===== src/rtl/warp_fetch_scheduler.sv =====
// Per-SM warp fetch scheduler: owns warp PCs and fetch state,
// issues one round-robin fetch request per cycle to the I-cache.
module warp_fetch_scheduler #(
  parameter int          NUM_WARPS = 4,
  parameter logic [31:0] RESET_PC  = 32'h0,
  localparam int         WID_W     = $clog2(NUM_WARPS)
) (
  input  logic                 clk,
  input  logic                 reset,
  input  logic [NUM_WARPS-1:0] warp_enable,
  input  logic [NUM_WARPS-1:0] ifq_full,
  input  logic                 start_valid,
  input  logic [WID_W-1:0]     start_warp,
  input  logic [31:0]          start_pc,
  input  logic                 branch_valid,
  input  logic [WID_W-1:0]     branch_warp,
  input  logic [31:0]          branch_pc,
  input  logic                 miss_valid,
  input  logic [WID_W-1:0]     miss_warp,
  input  logic [31:0]          miss_pc,
  input  logic                 fill_valid,
  input  logic [WID_W-1:0]     fill_warp,
  output logic                 fetch_valid,
  input  logic                 fetch_ready,
  output logic [WID_W-1:0]     fetch_warp,
  output logic [31:0]          fetch_pc
);

  typedef enum logic [1:0] {
    S_IDLE,
    S_READY,
    S_WAIT
  } wstate_e;

  wstate_e              r_state   [NUM_WARPS];
  wstate_e              w_state_nx[NUM_WARPS];
  logic [31:0]          r_pc      [NUM_WARPS];
  logic [31:0]          w_pc_nx   [NUM_WARPS];

  logic                 r_fetch_valid;
  logic [WID_W-1:0]     r_fetch_warp;
  logic [31:0]          r_fetch_pc;
  logic [WID_W-1:0]     r_last_grant;

  logic [NUM_WARPS-1:0] w_elig;
  logic                 w_found;
  logic [WID_W-1:0]     w_sel;
  logic                 w_load;
  logic [WID_W-1:0]     w_out_warp;
  logic                 w_out_act;
  logic [31:0]          w_fpc_nx;

  // Per-warp state and PC registers
  always_ff @(posedge clk or negedge reset) begin
    if (!reset) begin
      for (int w = 0; w < NUM_WARPS; w++) begin
        r_state[w] <= S_IDLE;
        r_pc[w]    <= RESET_PC;
      end
    end else begin
      for (int w = 0; w < NUM_WARPS; w++) begin
        r_state[w] <= w_state_nx[w];
        r_pc[w]    <= w_pc_nx[w];
      end
    end
  end

  // Eligibility, round-robin pick and output-register target
  always_comb begin
    logic [WID_W-1:0] w_idx;
    w_idx   = '0;
    w_found = 1'b0;
    w_sel   = r_last_grant;
    for (int w = 0; w < NUM_WARPS; w++) begin
      w_elig[w] = (r_state[w] == S_READY) && warp_enable[w] &&
                  !ifq_full[w] &&
                  !(r_fetch_valid && r_fetch_warp == WID_W'(w));
    end
    // Walk downward so the nearest warp after last_grant wins
    for (int i = NUM_WARPS; i >= 1; i--) begin
      w_idx = r_last_grant + WID_W'(i);
      if (w_elig[w_idx]) begin
        w_found = 1'b1;
        w_sel   = w_idx;
      end
    end
    w_load     = !r_fetch_valid || fetch_ready;
    w_out_warp = w_load ? w_sel : r_fetch_warp;
    w_out_act  = w_load ? w_found : r_fetch_valid;
    if (start_valid && start_warp == w_out_warp)
      w_fpc_nx = start_pc;
    else if (branch_valid && branch_warp == w_out_warp)
      w_fpc_nx = branch_pc;
    else if (w_load)
      w_fpc_nx = r_pc[w_sel];
    else
      w_fpc_nx = r_fetch_pc;
  end

  // Per-warp next state: start > branch > miss > fill
  always_comb begin
    logic v_on;
    for (int w = 0; w < NUM_WARPS; w++) begin
      v_on          = w_out_act && (w_out_warp == WID_W'(w));
      w_state_nx[w] = r_state[w];
      w_pc_nx[w]    = r_pc[w];
      if (v_on && w_load)
        w_pc_nx[w] = r_pc[w] + 32'd4;
      if (start_valid && start_warp == WID_W'(w)) begin
        w_state_nx[w] = S_READY;
        w_pc_nx[w]    = v_on ? start_pc + 32'd4 : start_pc;
      end else if (branch_valid && branch_warp == WID_W'(w)) begin
        w_pc_nx[w] = v_on ? branch_pc + 32'd4 : branch_pc;
        if (r_state[w] == S_WAIT)
          w_state_nx[w] = S_READY;
      end else if (miss_valid && miss_warp == WID_W'(w)) begin
        w_state_nx[w] = S_WAIT;
        w_pc_nx[w]    = miss_pc;
      end else if (fill_valid && fill_warp == WID_W'(w) &&
                   r_state[w] == S_WAIT) begin
        w_state_nx[w] = S_READY;
      end
    end
  end

  // Fetch output register with valid/ready hold
  always_ff @(posedge clk or negedge reset) begin
    if (!reset) begin
      r_fetch_valid <= 1'b0;
      r_fetch_warp  <= '0;
      r_fetch_pc    <= '0;
      r_last_grant  <= WID_W'(NUM_WARPS - 1);
    end else if (w_load) begin
      r_fetch_valid <= w_found;
      if (w_found) begin
        r_fetch_warp <= w_sel;
        r_fetch_pc   <= w_fpc_nx;
        r_last_grant <= w_sel;
      end
    end else begin
      r_fetch_pc <= w_fpc_nx;
    end
  end

  assign fetch_valid = r_fetch_valid;
  assign fetch_warp  = r_fetch_warp;
  assign fetch_pc    = r_fetch_pc;

endmodule


===== config.mk =====
export PLATFORM = sky130hd
export DESIGN_NAME = warp_fetch_scheduler
export DESIGN_NICKNAME = d
export VERILOG_FILES = /design/src/rtl/warp_fetch_scheduler.sv
export SDC_FILE = /design/constraint.sdc
export NUM_CORES = 1
export LEC_CHECK = 0
export ABC_AREA = 1
export ABC_CLOCK_PERIOD_IN_PS = 5100
export BUFFER_PORTS_ARGS = -buffer_cell sky130_fd_sc_hd__buf_2
export CORE_ASPECT_RATIO = 0.6
export CORE_UTILIZATION = 28
export CTS_CLUSTER_SIZE = 14
export DETAILED_ROUTE_END_ITERATION = 8
export HOLD_SLACK_MARGIN = 0.15
export PLACE_DENSITY = 0.46
export REMOVE_ABC_BUFFERS = 1
export SYNTH_ARGS = -nofsm -noshare
export SYNTH_HDL_FRONTEND = slang
export SYNTH_SLANG_ARGS = --single-unit

===== constraint.sdc =====
create_clock -name clk -period 5.1 [get_ports clk]
set_input_delay 1.02 -clock clk [delete_from_list [all_inputs] [get_ports clk]]
set_output_delay 1.02 -clock clk [all_outputs]
set_load 0.02 [all_outputs]

==> flow_summary.json, run 1 <==
{
  "cts_tree": "yes",
  "fraction_of_the_mapped_netlist_area_in_simple_logic_gates_pct": 48.8,
  "timing.slew.headroom_pct": 21.1,
  "cpPeakStageDelay_ns": 0.56,
  "cp-end-kind": "flip-flop",
  "grt_setup_unrepaired": "no",
  "power-per-cell-area_nw_per_um2": 816,
  "num_io_pins": 154,
  "number_of_max_slew_violations_in_the_final_report": 0,
  "floorplan.core_area_sq_um": 68100,
  "drt-wirelength-per-cell_microns": 27.0,
  "critPathMostFrequentCell": "nand2_1",
  "yosys_register_bits": 173,
  "report.final.hold_viol_count": 0,
  "design_power_total_mw": 17.7,
  "clk_pin_slew_worst_paths_ns": 0.07,
  "vias": 24446,
  "worst-path-buf-inv": 6,
  "grt_first_pass_wirelength_mm": 168,
  "timing.max_cap.violations": 0,
  "layout_min_cycle_time_ns": 3.85,
  "worst_skew_pair.late_latency_ns": 0.52,
  "floorplan.initialDensity_pct": 28.3,
  "areaGrowthSynthToFinish_pct": 12.2,
  "die-area_sq_um": 70000,
  "critPathArrivalTime_ns": 4.26,
  "path_delay_family": "simple AND/OR/NAND/NOR gates",
  "die_height_microns": 205,
  "setup-violations-final": 0,
  "numClockSinks": 173,
  "outcome": "complete, no violations",
  "syn_inst": 3465,
  "yosys.cell_types.count": 46,
  "placed_wire_length_estimate_after_detailed_placement_mm": 93.1,
  "hold_path_class": "reg -> reg",
  "portBuffers": 153,
  "yosysSeqAreaShare_pct": 22.4,
  "cp_cell_sequence": "buf_2 > inv_1 > nand2_1 > nor2_1 > nand3_1 > nand2_1 > nand2_1 > nand2_1 > inv_2 > nand3_2 > nand2_2 > inv_2 > nand2_2 > nand2_2 > nand2_4 > inv_2 > nand2_1 > nand3_1 > nand3_1 > nand2_1 > inv_1",
  "final_cycle_share_pct": 75.5,
  "number_of_drc_markers_after_the_initial_detailed_route_iteration": 3897,
  "synth_xor_xnor_area_share_pct": 4.53,
  "fin_nets": 3656,
  "synth.avg_cell_area_sq_um": 5.57,
  "power.ir.vdd_worst_mv": 0.472,
  "finalWirelength_mm": 121,
  "clock-skew-final_ns": 0.0214,
  "synth-main-ff-cell": "dfrtp_1",
  "first_global_vias": 21616,
  "setup_repair_bufs_after_cts": 0,
  "synth_enable_flop_cells": 0,
  "worst_slew_pin_slew_ns": 1.18,
  "worst_ep_required_time_ns": 5.51,
  "cts_hold_bufs": 0,
  "achievable-frequency_mhz": 260,
  "grt.overflow.total": 0,
  "most-common-layout-cells": "nand2_1, nand3_1, inv_1, nor2_1, dfrtp_1",
  "synth_compound_gate_area_share_pct": 10.4,
  "asyncSetResetFlopFracSynth_pct": 100,
  "detail_route.vias_per_cell": 5.48,
  "grt_util_all_layers_pct": 34.1,
  "mappedNetlistArea_sq_um": 19300,
  "post_route_cells_drive_above_1_share_pct": 9.31,
  "antenna_violating_nets_post_route": 0,
  "cts_buffer_depth": 2,
  "critical_path.startpoint_type": "input port",
  "dr.pass1.iters": 8,
  "slowest_stage": "inv_2",
  "worst_hold_slack_ns": 0.474,
  "dieWidth_microns": 341,
  "cellLeakagePower_nw": 11.0,
  "fin_setup_tns_ns": 0,
  "drc": 0,
  "post_cts.resized_instances": 0,
  "htree_num_levels": 4,
  "grt_start_max_net_pins": 76,
  "cts_made_buffers": 17,
  "largest_family_of_logic_cells_by_synthesized_area": "simple AND/OR/NAND/NOR gates",
  "fillCellCount": 7870,
  "leading_cell_type_in_the_layout_fill_and_taps_excluded": "nand2_1",
  "gp_congestion": 1.01,
  "fraction_of_synthesized_area_in_multiplexers_pct": 0,
  "worst-setup-path-type": "in -> reg",
  "setup.reg_to_reg.worst_slack_ns": 1.32,
  "yosys_warnings": 0,
  "initial_antenna_violation_count": 5,
  "yosys.area_share.adder_pct": 0.389,
  "placement_rows": 74,
  "cts-root-buf": "clkbuf_16",
  "worst-path-max-fanout": 38
}
## state kept, by name, indices dropped and copies added (netlist names)
signal,count
fetch_pc,32
fetch_valid,1
fetch_warp,2
r_last_grant,2
r_pc,128
r_state,8
## worst paths after layout
| kind | from | end | depth (start not counted) |
|---|---|---|---|
| max | ifq_full[0] | r_pc[78] | 21 |
| min | fetch_pc[19] | fetch_pc[19] | 2 |
| max reg2reg | r_last_grant[0] | r_pc[78] | 19 |
| min reg2reg | fetch_pc[19] | fetch_pc[19] | 2 |
| max in group asynchronous | reset | r_pc[92] | 2 |
| min in group asynchronous | reset | r_state[4] | 1 |
## metrics by stage
step | cells | setup WS [ns] | instance area (sq um) | utilization [%]
after floorplan | 3283 | -0.517 | 18500 | -
after global placement | 4424 | 0.842 | 21000 | 30.9
after detailed placement | 4424 | 0.842 | 21000 | 30.9
after CTS | 4456 | 1.39 | 21700 | 31.8
after global routing | 4456 | 1.03 | 21700 | 31.8
final | 4457 | 1.25 | 21700 | 31.8
## cell families (layout without fill, tap and decap cells)
kind of cell	after synthesis	in the layout
AO/OA/AOI/OAI	352	352
XOR/XNOR	99	99
adder cells (fa/ha/maj)	6	6
buffers and inverters	652	731
flip-flops	173	173
other	0	1
AND/OR/NAND/NOR	2183	2183
## Yosys cell counts (18+ instances only)
| cell type | count | area, sq um |
|---|---|---|
| inv_2 | 18 | 67.6 |
| nand3_1 | 612 | 3060 |
| dfrtp_1 | 171 | 4280 |
| a21oi_1 | 80 | 400 |
| nor3_1 | 76 | 380 |
| o21ai_1 | 27 | 135 |
| inv_1 | 445 | 1670 |
| nand4_1 | 45 | 282 |
| nor4_1 | 24 | 150 |
| nand2_1 | 1128 | 4230 |
| nor2_1 | 249 | 935 |
| o22ai_1 | 30 | 188 |
| xor2_1 | 91 | 797 |
| o211ai_1 | 30 | 225 |
| buf_2 | 65 | 325 |
| clkbuf_1 | 96 | 360 |
| o21ai_0 | 138 | 691 |
## report_power, final
group / internal, mW / switching (mW) / total (mW)
sequential: 2.07 / 0.715 / 2.79
combinational: 3.36 / 10.0 / 13.4
clock: 0.801 / 0.711 / 1.51
## layout make-up
| type | count | area, sq um | area share, % |
|---|---|---|---|
| Clock buffer | 20 | 457 | 2.11 |
| Antenna cell | 1 | 2.50 | 0.0116 |
| Clock inverter | 12 | 160 | 0.740 |
| Inverter | 470 | 1760 | 8.15 |
| Timing Repair Buffer | 229 | 1380 | 6.38 |
| Sequential cell | 173 | 4330 | 20.0 |
| Tap cell | 912 | 1140 | 5.27 |
| Multi-Input combinational cell | 2640 | 12400 | 57.3 |
## per-layer routing
layer | GRT usage [%] | vias up | wire, microns
li1 | - | 11297 | -
met1 | 52.3 | 11413 | 57400
met2 | 39.7 | 1636 | 40400
met3 | 17.7 | 96 | 21000
met4 | 6.31 | 4 | 1690
met5 | 1.11 | - | 114
## worst reg2reg max path: cells and delay by family, from the launching register on
kind                   cells  cell delay [ns]
AO/OA/AOI/OAI              1             0.07
buffers and inverters      5             1.15
flip-flops                 1             0.66
AND/OR/NAND/NOR           13             1.81
(Power assumes the default switching activity.)
==> inputs of run 2 (changes only) <==
- ABC_CLOCK_PERIOD_IN_PS: 5100 -> 3700
- clock period: 5.1 -> 3.7 ns (I/O delays scaled with it)
==> flow_summary.json, run 2 (synthesis results as in run 1) <==
{
  "outcome": "finished, violations left",
  "violations_in_the_final_reports": "design-rule violations",
  "cp-end-kind": "flip-flop",
  "gp_congestion": 1.02,
  "worst_slew_pin_slew_ns": 1.07,
  "areaGrowthSynthToFinish_pct": 15.5,
  "final_area_sq_um": 22300,
  "critPathArrivalTime_ns": 3.91,
  "largest-register": "r_pc",
  "grt_setup_unrepaired": "no",
  "vias": 24098,
  "seq_power_share_pct": 15.4,
  "detail_route.vias_per_cell": 5.35,
  "setup.worst_path.end": "r_pc[60]",
  "report.final.hold_viol_count": 0,
  "dieWidth_microns": 341,
  "placed_wire_length_estimate_after_detailed_placement_mm": 89.2,
  "final_cycle_share_pct": 95.5,
  "power_report.internal_total_mw": 9.24,
  "timing.slew.headroom_pct": 28.5,
  "cp-startpoint": "r_pc[34]",
  "setup-violations-final": 0,
  "setup.reg_to_reg.worst_slack_ns": 0.17,
  "reg2regPathDepth": 15,
  "num_io_pins": 154,
  "cellLeakagePower_nw": 11.4,
  "setup_repair_bufs_after_cts": 0,
  "die-area_sq_um": 70000,
  "hold_path_class": "in -> async",
  "cts-root-buf": "clkbuf_16",
  "numClockSinks": 173,
  "worst_hold_slack_ns": 0.227,
  "grt_util_all_layers_pct": 32.7,
  "timing.max_cap.violations": 0,
  "leading_cell_type_in_the_layout_fill_and_taps_excluded": "nand2_1",
  "die_height_microns": 205,
  "most-common-layout-cells": "nand2_1, nand3_1, inv_1, nor2_1, dfrtp_1",
  "drc": 4,
  "portBuffers": 153,
  "cts_made_buffers": 17,
  "floorplan.core_area_sq_um": 68100,
  "placement_rows": 74,
  "max_ffs_per_register": 128,
  "power-per-cell-area_nw_per_um2": 1110,
  "netSwitchingFraction_pct": 62.6,
  "crit-reg2reg-capture": "r_pc[60]",
  "critPathMostFrequentCell": "nand3_1",
  "fin_setup_tns_ns": 0,
  "grt_first_pass_wirelength_mm": 163,
  "clock_power_share_pct": 7.7,
  "worst_ep_required_time_ns": 4.08,
  "number_of_drc_markers_after_the_initial_detailed_route_iteration": 3856,
  "drt-wirelength-per-cell_microns": 25.6,
  "post_cts.resized_instances": 0,
  "clk_pin_slew_worst_paths_ns": 0.08,
  "floorplan.initialDensity_pct": 28.3,
  "worstReg2RegStart": "r_pc[34]",
  "antenna_violating_nets_post_route": 0,
  "critical_path.startpoint_type": "flip-flop",
  "share_comb_of_total_power_pct": 76.8,
  "slowest_stage": "dfrtp_1",
  "power.ir.vdd_worst_mv": 1.14,
  "worst-path-max-fanout": 5,
  "clock-skew-final_ns": 0.0201,
  "post_route_cells_drive_above_1_share_pct": 10.5,
  "number_of_max_slew_violations_in_the_final_report": 0,
  "dr.pass1.iters": 9,
  "achievable-frequency_mhz": 283,
  "p_switching_mw": 15.4,
  "htree_num_levels": 4,
  "cts_buffer_depth": 2,
  "first_global_vias": 21712,
  "placedInstanceArea_sq_um": 21700,
  "worst-setup-path-type": "reg -> reg",
  "initial_antenna_violation_count": 1,
  "cpPeakStageDelay_ns": 0.48,
  "grt_start_max_net_pins": 75,
  "layout_min_cycle_time_ns": 3.53,
  "cts_tree": "yes",
  "finalWirelength_mm": 115,
  "grt.overflow.total": 0,
  "fin_nets": 3706,
  "cts_hold_bufs": 0,
  "worst_skew_pair.late_latency_ns": 0.49,
  "cp_cell_sequence": "ha_1 > nand3_1 > nor3_1 > nand2_1 > nor4_1 > buf_4 > nand3_1 > nor2_1 > nand3_1 > nor2_1 > a21oi_1 > nor2_1 > nand3_1 > nand2_1 > inv_1"
}
-- run 2: per-stage QoR --
step                      power (mW)  util, %  instances  setup slack, ns
after floorplan                 13.9        -       3283            -1.64
after CTS                       23.9     32.7       4506            0.411
after detailed placement        21.9     31.9       4474            0.122
after global placement          22.0     31.9       4474           0.0193
after global routing            26.5     32.7       4506           0.0896
final                           24.7     32.7       4507            0.168
-- run 2: worst max-delay path, delay by kind of cell (launching register included) --
| kind | cells | cell delay (ns) |
|---|---|---|
| and+or+nand+nor | 11 | 2.34 |
| AOI/OAI and AO/OA | 1 | 0.14 |
| adders and majority gates | 1 | 0.24 |
| DFF | 1 | 0.48 |
| buffers and inverters | 2 | 0.24 |
-- run 2: how the worst min path moves through the flow --
| stage | from | slack, ns | depth (start not counted) | endpoint |
|---|---|---|---|---|
| 2_1_floorplan | reset | 0.44 | 0 | fetch_pc[0] |
| 5_1_grt | reset | 0.27 | 1 | fetch_valid |
| 3_5_place_dp | r_state[7] | 0.46 | 2 | r_state[7] |
| 3_3_place_gp | fetch_pc[2] | 0.46 | 2 | fetch_pc[2] |
| 6_report | reset | 0.23 | 1 | fetch_pc[0] |
| 4_1_cts | reset | 0.26 | 1 | fetch_pc[0] |
-- run 2: layout make-up --
class	instances	area (sq um)
fill	7904	45800
multi-input combinational	2640	12400
sequential	173	4330
timing repair buffer	279	2080
inverter	470	1760
tap	912	1140
clock buffer	23	478
clock inverter	9	88.8
antenna	1	2.50
-- run 2: power by group through the flow --
| stage | logic (mW) | clock network [mW] | registers, mW |
|---|---|---|---|
| global route | 20.5 | 2.01 | 3.93 |
| detailed placement | 18.1 | 0 | 3.79 |
| floorplan | 10.2 | 0 | 3.78 |
| global placement | 18.2 | 0 | 3.82 |
| CTS | 18.2 | 1.93 | 3.77 |
| finish | 19.0 | 1.91 | 3.81 |
-- run 2: metal layers --
metal | track usage [%] | share of wire, % | vias up
met4 | 5.93 | 1.6 | 2
met5 | 1.39 | 0.11 | -
met2 | 38.8 | 34 | 1496
li1 | - | - | 11383
met1 | 49.4 | 47 | 11122
met3 | 17.2 | 17 | 95
